$ cat src/rtl/id_ex_if.sv
// id_ex_if: decode, forwarding and execute-side signals of the ID/EX stage.
interface id_ex_if #(
    parameter int XLEN     = 32,
    parameter int ALU_OP_W = 4
);
    logic                id_valid_i, id_ready_o;
    logic [XLEN-1:0]     id_pc_i, id_rs1_data_i, id_rs2_data_i, id_imm_i;
    logic [4:0]          id_rs1_addr_i, id_rs2_addr_i, id_rd_addr_i;
    logic                id_rs1_used_i, id_rs2_used_i, id_src_a_pc_i, id_src_b_imm_i;
    logic [ALU_OP_W-1:0] id_alu_op_i;
    logic                id_rd_we_i, id_is_load_i;
    logic [4:0]          mem_rd_addr_i, wb_rd_addr_i;
    logic                mem_rd_we_i, wb_rd_we_i;
    logic [XLEN-1:0]     mem_result_i, wb_result_i;
    logic                ex_ready_i, flush_i;
    logic                ex_valid_o;
    logic [ALU_OP_W-1:0] ex_alu_op_o;
    logic [XLEN-1:0]     ex_operand_a_o, ex_operand_b_o, ex_rs2_data_o, ex_pc_o;
    logic [4:0]          ex_rd_addr_o;
    logic                ex_rd_we_o, ex_is_load_o, load_use_stall_o;

    modport master (
        output id_valid_i, id_pc_i, id_rs1_addr_i, id_rs2_addr_i, id_rs1_used_i, id_rs2_used_i,
               id_rs1_data_i, id_rs2_data_i, id_imm_i, id_alu_op_i, id_src_a_pc_i, id_src_b_imm_i,
               id_rd_addr_i, id_rd_we_i, id_is_load_i, mem_rd_addr_i, mem_rd_we_i, mem_result_i,
               wb_rd_addr_i, wb_rd_we_i, wb_result_i, ex_ready_i, flush_i,
        input  id_ready_o, ex_valid_o, ex_alu_op_o, ex_operand_a_o, ex_operand_b_o, ex_rs2_data_o,
               ex_pc_o, ex_rd_addr_o, ex_rd_we_o, ex_is_load_o, load_use_stall_o
    );

    modport slave (
        input  id_valid_i, id_pc_i, id_rs1_addr_i, id_rs2_addr_i, id_rs1_used_i, id_rs2_used_i,
               id_rs1_data_i, id_rs2_data_i, id_imm_i, id_alu_op_i, id_src_a_pc_i, id_src_b_imm_i,
               id_rd_addr_i, id_rd_we_i, id_is_load_i, mem_rd_addr_i, mem_rd_we_i, mem_result_i,
               wb_rd_addr_i, wb_rd_we_i, wb_result_i, ex_ready_i, flush_i,
        output id_ready_o, ex_valid_o, ex_alu_op_o, ex_operand_a_o, ex_operand_b_o, ex_rs2_data_o,
               ex_pc_o, ex_rd_addr_o, ex_rd_we_o, ex_is_load_o, load_use_stall_o
    );
endinterface

$ cat src/rtl/id_ex_stage.sv
// id_ex_stage: ID/EX pipeline register with MEM/WB operand forwarding and load-use bubbles.
module id_ex_stage #(
    parameter int                  XLEN       = 32,
    parameter int                  ALU_OP_W   = 4,
    parameter logic [ALU_OP_W-1:0] RST_ALU_OP = '0
) (
    input logic   clk_i,
    input logic   rst_i,
    id_ex_if.slave bus
);
    logic                valid, src_a_pc, src_b_imm, rd_we, is_load;
    logic [ALU_OP_W-1:0] alu_op;
    logic [XLEN-1:0]     pc, imm, rs1_data, rs2_data, fwd1, fwd2, cap1, cap2;
    logic [4:0]          rs1_addr, rs2_addr, rd_addr;
    logic                stall, ready, capture, advance;

    function automatic logic hit(input logic we, input logic [4:0] dst, input logic [4:0] src);
        return we && dst != 5'd0 && dst == src;
    endfunction

    always_comb begin
        fwd1 = hit(bus.mem_rd_we_i, bus.mem_rd_addr_i, rs1_addr) ? bus.mem_result_i :
               hit(bus.wb_rd_we_i, bus.wb_rd_addr_i, rs1_addr) ? bus.wb_result_i : rs1_data;
        fwd2 = hit(bus.mem_rd_we_i, bus.mem_rd_addr_i, rs2_addr) ? bus.mem_result_i :
               hit(bus.wb_rd_we_i, bus.wb_rd_addr_i, rs2_addr) ? bus.wb_result_i : rs2_data;
        // the register file is written on the same edge we capture, so bypass its stale read
        cap1 = hit(bus.wb_rd_we_i, bus.wb_rd_addr_i, bus.id_rs1_addr_i) ? bus.wb_result_i : bus.id_rs1_data_i;
        cap2 = hit(bus.wb_rd_we_i, bus.wb_rd_addr_i, bus.id_rs2_addr_i) ? bus.wb_result_i : bus.id_rs2_data_i;
        stall = !rst_i && valid && is_load && rd_we && rd_addr != 5'd0 && bus.id_valid_i &&
                ((bus.id_rs1_used_i && bus.id_rs1_addr_i == rd_addr) ||
                 (bus.id_rs2_used_i && bus.id_rs2_addr_i == rd_addr));
        ready   = !rst_i && !bus.flush_i && (!valid || bus.ex_ready_i) && !stall;
        capture = bus.id_valid_i && ready;
        advance = valid && bus.ex_ready_i;
    end

    always_ff @(posedge clk_i) begin
        if (rst_i) begin
            valid     <= 1'b0;
            alu_op    <= RST_ALU_OP;
            pc        <= '0;
            imm       <= '0;
            rs1_data  <= '0;
            rs2_data  <= '0;
            rs1_addr  <= '0;
            rs2_addr  <= '0;
            rd_addr   <= '0;
            src_a_pc  <= 1'b0;
            src_b_imm <= 1'b0;
            rd_we     <= 1'b0;
            is_load   <= 1'b0;
        end else if (bus.flush_i) begin
            valid <= 1'b0;
        end else if (capture) begin
            valid     <= 1'b1;
            alu_op    <= bus.id_alu_op_i;
            pc        <= bus.id_pc_i;
            imm       <= bus.id_imm_i;
            rs1_data  <= cap1;
            rs2_data  <= cap2;
            rs1_addr  <= bus.id_rs1_addr_i;
            rs2_addr  <= bus.id_rs2_addr_i;
            rd_addr   <= bus.id_rd_addr_i;
            src_a_pc  <= bus.id_src_a_pc_i;
            src_b_imm <= bus.id_src_b_imm_i;
            rd_we     <= bus.id_rd_we_i;
            is_load   <= bus.id_is_load_i;
        end else if (advance) begin
            valid <= 1'b0;
        end else if (valid) begin
            // keep forwarded values once the producer leaves MEM/WB
            rs1_data <= fwd1;
            rs2_data <= fwd2;
        end
    end

    assign bus.id_ready_o       = ready;
    assign bus.load_use_stall_o = stall;
    assign bus.ex_valid_o       = valid;
    assign bus.ex_alu_op_o      = alu_op;
    assign bus.ex_operand_a_o   = src_a_pc ? pc : fwd1;
    assign bus.ex_operand_b_o   = src_b_imm ? imm : fwd2;
    assign bus.ex_rs2_data_o    = fwd2;
    assign bus.ex_pc_o          = pc;
    assign bus.ex_rd_addr_o     = rd_addr;
    assign bus.ex_rd_we_o       = rd_we;
    assign bus.ex_is_load_o     = is_load;
endmodule

$ cat src/flat_wrapper.sv
// flat-port wrapper written by rule: the top's interface ports become plain ports
module id_ex_stage_flat 
#(
    parameter int                  XLEN       = 32,
    parameter int                  ALU_OP_W   = 4,
    parameter logic [ALU_OP_W-1:0] RST_ALU_OP = '0
)
  (clk_i, rst_i, bus_id_valid_i, bus_id_pc_i, bus_id_rs1_addr_i, bus_id_rs2_addr_i, bus_id_rs1_used_i, bus_id_rs2_used_i, bus_id_rs1_data_i, bus_id_rs2_data_i, bus_id_imm_i, bus_id_alu_op_i, bus_id_src_a_pc_i, bus_id_src_b_imm_i, bus_id_rd_addr_i, bus_id_rd_we_i, bus_id_is_load_i, bus_mem_rd_addr_i, bus_mem_rd_we_i, bus_mem_result_i, bus_wb_rd_addr_i, bus_wb_rd_we_i, bus_wb_result_i, bus_ex_ready_i, bus_flush_i, bus_id_ready_o, bus_ex_valid_o, bus_ex_alu_op_o, bus_ex_operand_a_o, bus_ex_operand_b_o, bus_ex_rs2_data_o, bus_ex_pc_o, bus_ex_rd_addr_o, bus_ex_rd_we_o, bus_ex_is_load_o, bus_load_use_stall_o);
  id_ex_if #(.XLEN(XLEN), .ALU_OP_W(ALU_OP_W)) bus_i ();
  input logic clk_i;
  input logic rst_i;
  input wire logic [$bits(bus_i.id_valid_i)-1:0] bus_id_valid_i;
  input wire logic [$bits(bus_i.id_pc_i)-1:0] bus_id_pc_i;
  input wire logic [$bits(bus_i.id_rs1_addr_i)-1:0] bus_id_rs1_addr_i;
  input wire logic [$bits(bus_i.id_rs2_addr_i)-1:0] bus_id_rs2_addr_i;
  input wire logic [$bits(bus_i.id_rs1_used_i)-1:0] bus_id_rs1_used_i;
  input wire logic [$bits(bus_i.id_rs2_used_i)-1:0] bus_id_rs2_used_i;
  input wire logic [$bits(bus_i.id_rs1_data_i)-1:0] bus_id_rs1_data_i;
  input wire logic [$bits(bus_i.id_rs2_data_i)-1:0] bus_id_rs2_data_i;
  input wire logic [$bits(bus_i.id_imm_i)-1:0] bus_id_imm_i;
  input wire logic [$bits(bus_i.id_alu_op_i)-1:0] bus_id_alu_op_i;
  input wire logic [$bits(bus_i.id_src_a_pc_i)-1:0] bus_id_src_a_pc_i;
  input wire logic [$bits(bus_i.id_src_b_imm_i)-1:0] bus_id_src_b_imm_i;
  input wire logic [$bits(bus_i.id_rd_addr_i)-1:0] bus_id_rd_addr_i;
  input wire logic [$bits(bus_i.id_rd_we_i)-1:0] bus_id_rd_we_i;
  input wire logic [$bits(bus_i.id_is_load_i)-1:0] bus_id_is_load_i;
  input wire logic [$bits(bus_i.mem_rd_addr_i)-1:0] bus_mem_rd_addr_i;
  input wire logic [$bits(bus_i.mem_rd_we_i)-1:0] bus_mem_rd_we_i;
  input wire logic [$bits(bus_i.mem_result_i)-1:0] bus_mem_result_i;
  input wire logic [$bits(bus_i.wb_rd_addr_i)-1:0] bus_wb_rd_addr_i;
  input wire logic [$bits(bus_i.wb_rd_we_i)-1:0] bus_wb_rd_we_i;
  input wire logic [$bits(bus_i.wb_result_i)-1:0] bus_wb_result_i;
  input wire logic [$bits(bus_i.ex_ready_i)-1:0] bus_ex_ready_i;
  input wire logic [$bits(bus_i.flush_i)-1:0] bus_flush_i;
  output wire logic [$bits(bus_i.id_ready_o)-1:0] bus_id_ready_o;
  output wire logic [$bits(bus_i.ex_valid_o)-1:0] bus_ex_valid_o;
  output wire logic [$bits(bus_i.ex_alu_op_o)-1:0] bus_ex_alu_op_o;
  output wire logic [$bits(bus_i.ex_operand_a_o)-1:0] bus_ex_operand_a_o;
  output wire logic [$bits(bus_i.ex_operand_b_o)-1:0] bus_ex_operand_b_o;
  output wire logic [$bits(bus_i.ex_rs2_data_o)-1:0] bus_ex_rs2_data_o;
  output wire logic [$bits(bus_i.ex_pc_o)-1:0] bus_ex_pc_o;
  output wire logic [$bits(bus_i.ex_rd_addr_o)-1:0] bus_ex_rd_addr_o;
  output wire logic [$bits(bus_i.ex_rd_we_o)-1:0] bus_ex_rd_we_o;
  output wire logic [$bits(bus_i.ex_is_load_o)-1:0] bus_ex_is_load_o;
  output wire logic [$bits(bus_i.load_use_stall_o)-1:0] bus_load_use_stall_o;
  assign bus_i.id_valid_i = bus_id_valid_i;
  assign bus_i.id_pc_i = bus_id_pc_i;
  assign bus_i.id_rs1_addr_i = bus_id_rs1_addr_i;
  assign bus_i.id_rs2_addr_i = bus_id_rs2_addr_i;
  assign bus_i.id_rs1_used_i = bus_id_rs1_used_i;
  assign bus_i.id_rs2_used_i = bus_id_rs2_used_i;
  assign bus_i.id_rs1_data_i = bus_id_rs1_data_i;
  assign bus_i.id_rs2_data_i = bus_id_rs2_data_i;
  assign bus_i.id_imm_i = bus_id_imm_i;
  assign bus_i.id_alu_op_i = bus_id_alu_op_i;
  assign bus_i.id_src_a_pc_i = bus_id_src_a_pc_i;
  assign bus_i.id_src_b_imm_i = bus_id_src_b_imm_i;
  assign bus_i.id_rd_addr_i = bus_id_rd_addr_i;
  assign bus_i.id_rd_we_i = bus_id_rd_we_i;
  assign bus_i.id_is_load_i = bus_id_is_load_i;
  assign bus_i.mem_rd_addr_i = bus_mem_rd_addr_i;
  assign bus_i.mem_rd_we_i = bus_mem_rd_we_i;
  assign bus_i.mem_result_i = bus_mem_result_i;
  assign bus_i.wb_rd_addr_i = bus_wb_rd_addr_i;
  assign bus_i.wb_rd_we_i = bus_wb_rd_we_i;
  assign bus_i.wb_result_i = bus_wb_result_i;
  assign bus_i.ex_ready_i = bus_ex_ready_i;
  assign bus_i.flush_i = bus_flush_i;
  assign bus_id_ready_o = bus_i.id_ready_o;
  assign bus_ex_valid_o = bus_i.ex_valid_o;
  assign bus_ex_alu_op_o = bus_i.ex_alu_op_o;
  assign bus_ex_operand_a_o = bus_i.ex_operand_a_o;
  assign bus_ex_operand_b_o = bus_i.ex_operand_b_o;
  assign bus_ex_rs2_data_o = bus_i.ex_rs2_data_o;
  assign bus_ex_pc_o = bus_i.ex_pc_o;
  assign bus_ex_rd_addr_o = bus_i.ex_rd_addr_o;
  assign bus_ex_rd_we_o = bus_i.ex_rd_we_o;
  assign bus_ex_is_load_o = bus_i.ex_is_load_o;
  assign bus_load_use_stall_o = bus_i.load_use_stall_o;
  id_ex_stage #(.XLEN(XLEN), .ALU_OP_W(ALU_OP_W), .RST_ALU_OP(RST_ALU_OP)) u_core (.clk_i(clk_i), .rst_i(rst_i), .bus(bus_i));
endmodule
$ cat config.mk
export PLATFORM = sky130hd
export DESIGN_NAME = id_ex_stage_flat
export DESIGN_NICKNAME = d
export VERILOG_FILES = /design/src/rtl/id_ex_if.sv /design/src/rtl/id_ex_stage.sv /design/src/flat_wrapper.sv
export SDC_FILE = /design/constraint.sdc
export NUM_CORES = 1
export LEC_CHECK = 0
export ABC_AREA = 1
export CORE_UTILIZATION = 25
export DETAILED_ROUTE_END_ITERATION = 7
export GPL_ROUTABILITY_DRIVEN = 0
export SYNTH_ARGS = -nofsm -noshare
export SYNTH_HDL_FRONTEND = slang
export SYNTH_SLANG_ARGS = --single-unit
$ cat constraint.sdc
create_clock -name clk_i -period 2.4 [get_ports clk_i]
set_input_delay 0.48 -clock clk_i [delete_from_list [all_inputs] [get_ports clk_i]]
set_output_delay 0.48 -clock clk_i [all_outputs]
set_load 0.02 [all_outputs]
==> flow_summary.ini <==
[run_status]
status = finished, violations left
violations = negative setup slack

[clock_network]
htree_num_levels = 4
clockBufferDepth = 2
postCtsHoldBufs = 0
cts_sinks = 152
root_buffer = clkbuf_16
clk_latency_ns = 0.46
cts_tree = done
clk_pin_slew_ns = 0.07
cts-buffers-inserted = 17

[timing]
fin_ws_ns = -0.3818
skew_ns = 0.01411
rsz0062_at_grt = true
timing.hold.ws_ns = 0.4649
slew_headroom_pct = 33.11
finalSetupTns_ns = -26.73
period_share_pct = 115.9
setup_viol = 98
hold_viol = 0
min_period_ns = 2.782
worstMarginPinSlew_ns = 1.003
max_freq_ghz = 0.3595
drv_slew = 0

[floorplanning]
rows = 73
die_w_um = 204.8
die_h_um = 204.8
dieArea_um2 = 41920
initial_core_util_pct = 25.63
core_area_um2 = 40100
io_pins = 376

[setup_path]
critPathKind = reg2out
worstPathArrival_ns = 2.30
start_kind = register
worstPathRequired_ns = 1.92
path_max_fanout = 8
r2r_cells = 21
cp-end-kind = output port

[job]
maxCapViolCount = 0

[worst_hold_path]
hold_class = reg2reg
hold_depth = 2

[power]
ir_drop_mv = 0.4816
powerDensity_nw_per_um2 = 443.0
p_leak_nw = 8.460
fin_total_pwr_mw = 8.557

[placed_design]
portBuffers = 375
numPlacedInstances = 2715
postPlaceCellArea_um2 = 15610
hpwl_um = 36600

[global_routing]
gr-total-overflow = 0
antenna_found_initial = 8
grt_max_degree = 77
grt_pass1_vias = 13610
grtUsageTotal_pct = 25.41
grt_pass1_wl_um = 80780

[drt]
wirelength_met1_um = 22290
wl_met3_um = 5010
vias = 14480
drt_iter0_drc = 1063
remaining_drc_errors = 0
firstDrtPassIters = 6
routed_via_density = 5.087
routed.top_layer = met5
wire_per_inst_um = 19.58
wl_met2_um = 26160
postRouteAntennaNets = 0
routed_wl_um = 55730

[cells_and_area]
multiInputGateArea_um2 = 8127
regArea_um2 = 3055
drive_above_1_share_pct = 32.43
nFillCells = 3914
syn2layout_area_growth_pct = 87.94
final_cell_area_um2 = 19310
mostFrequentLayoutCells = nand2_1, clkdlybuf4s50_1, nor2_1
final_common_cell = nand2_1
final_net_count = 2538
stdcell_count = 2846

[logic_synthesis]
synth-seq-cells = 152
synthesis.area_um2 = 10280
synthTopCellsByArea = dfxtp_1, nand2_1, nand3_1
syn-mean-instance-area_um2 = 5.697
synth_top_area_share_pct = 29.61
synth-warning-count = 0
synth_fp_nets = 2038
yosysSeqAreaShare_pct = 29.61
synth_cells = 1804
ys_types = 25
yosysTopAreaCell = dfxtp_1
## path summary, 6_finish.rpt
check | from | end | slack, ns
min | u_core.imm[22] | u_core.imm[22] | 0.46
max | u_core.rs2_addr[1] | bus_ex_operand_b_o[30] | -0.38
max reg2reg | u_core.rs1_addr[1] | u_core.rs1_data[30] | -0.25
min reg2reg | u_core.imm[22] | u_core.imm[22] | 0.46
## area by class of cell
| type | instances | share of cell area [%] |
|---|---|---|
| inverter | 99 | 1.976 |
| clock inverter | 13 | 1.004 |
| sequential | 152 | 15.82 |
| multi-input combinational | 1411 | 42.07 |
| timing repair buffer | 623 | 33.39 |
| tap | 525 | 3.401 |
| clock buffer | 18 | 2.274 |
| antenna | 5 | 0.06478 |
## registers in the layout, indices dropped and copies added (netlist names)
name and flops:
u_core.rs2_addr 5, u_core.bus.ex_rd_we_o 1, u_core.bus.ex_is_load_o 1, u_core.imm 32, u_core.bus.ex_rd_addr_o 5, u_core.rs2_data 32, u_core.src_b_imm 1, u_core.rs1_addr 5
u_core.src_a_pc 1, u_core.rs1_data 32, u_core.bus.ex_valid_o 1, u_core.bus.ex_pc_o 32, u_core.bus.ex_alu_op_o 4
## logic make-up after synthesis
| group | Yosys count | synth area share, % |
|---|---|---|
| compound gates | 231 | 11.32 |
| xor+xnor | 18 | 1.534 |
| simple gates | 1162 | 47.20 |
| buf+inv | 241 | 10.34 |
| flops | 152 | 29.61 |
## cells in the mapped netlist
cell type and instances:
o21ai_0 106, xor2_1 8, clkbuf_2 1, o21ai_1 34, nand3_2 2, nand2_2 3, xnor2_1 10, clkbuf_1 48
nand2_1 607, buf_6 4, inv_2 7, nor3_1 2, nor3_2 3, buf_1 4, a21oi_2 2, nor2_2 4
a21oi_1 89, nand3_1 332, buf_4 8, buf_2 77, nor2_4 2, nand2_4 1, dfxtp_1 152, nor2_1 206
inv_1 92
## worst max-delay path, cell delays in order (launching register included)
cell and delay, ns:
dfxtp_2 0.33, buf_6 0.12, xnor2_4 0.13, nand2_2 0.09, buf_6 0.12, nor3_4 0.17
buf_6 0.17, buf_12 0.16, buf_6 0.11, nand3_4 0.06, nand2_4 0.10, buf_6 0.10
o21ai_4 0.05, buf_6 0.13
## metrics by stage
stage / util, % / setup WS, ns
detailed placement: 38.93 / -1.187
finish: 48.17 / -0.3818
global route: 48.15 / -0.4680
floorplan: - / 0.006896
CTS: 45.53 / -0.4429
global placement: 38.93 / -1.203
## power breakdown
part / total, mW / switching [mW] / internal, mW
Sequential: 2.74 / 0.0965 / 2.64
Combinational: 2.78 / 1.48 / 1.29
Clock: 3.05 / 1.27 / 1.78
Total: 8.56 / 2.85 / 5.71
## layer usage
metal | global-route usage, % | vias to the layer above
li1 | - | 6802
met1 | 31.31 | 6783
met5 | 0 | -
met3 | 6.411 | 146
met2 | 41.66 | 741
met4 | 10.87 | 6
## repair_timing
action | in CTS | in global routing
setup endpoints to repair | 98 | 100
pin swaps | 96 | 117
gates resized for setup | 872 | 274
cloned | 14 | 0
buffers inserted | 69 | 21
Note: power is estimated with default switching activity, not from simulation.
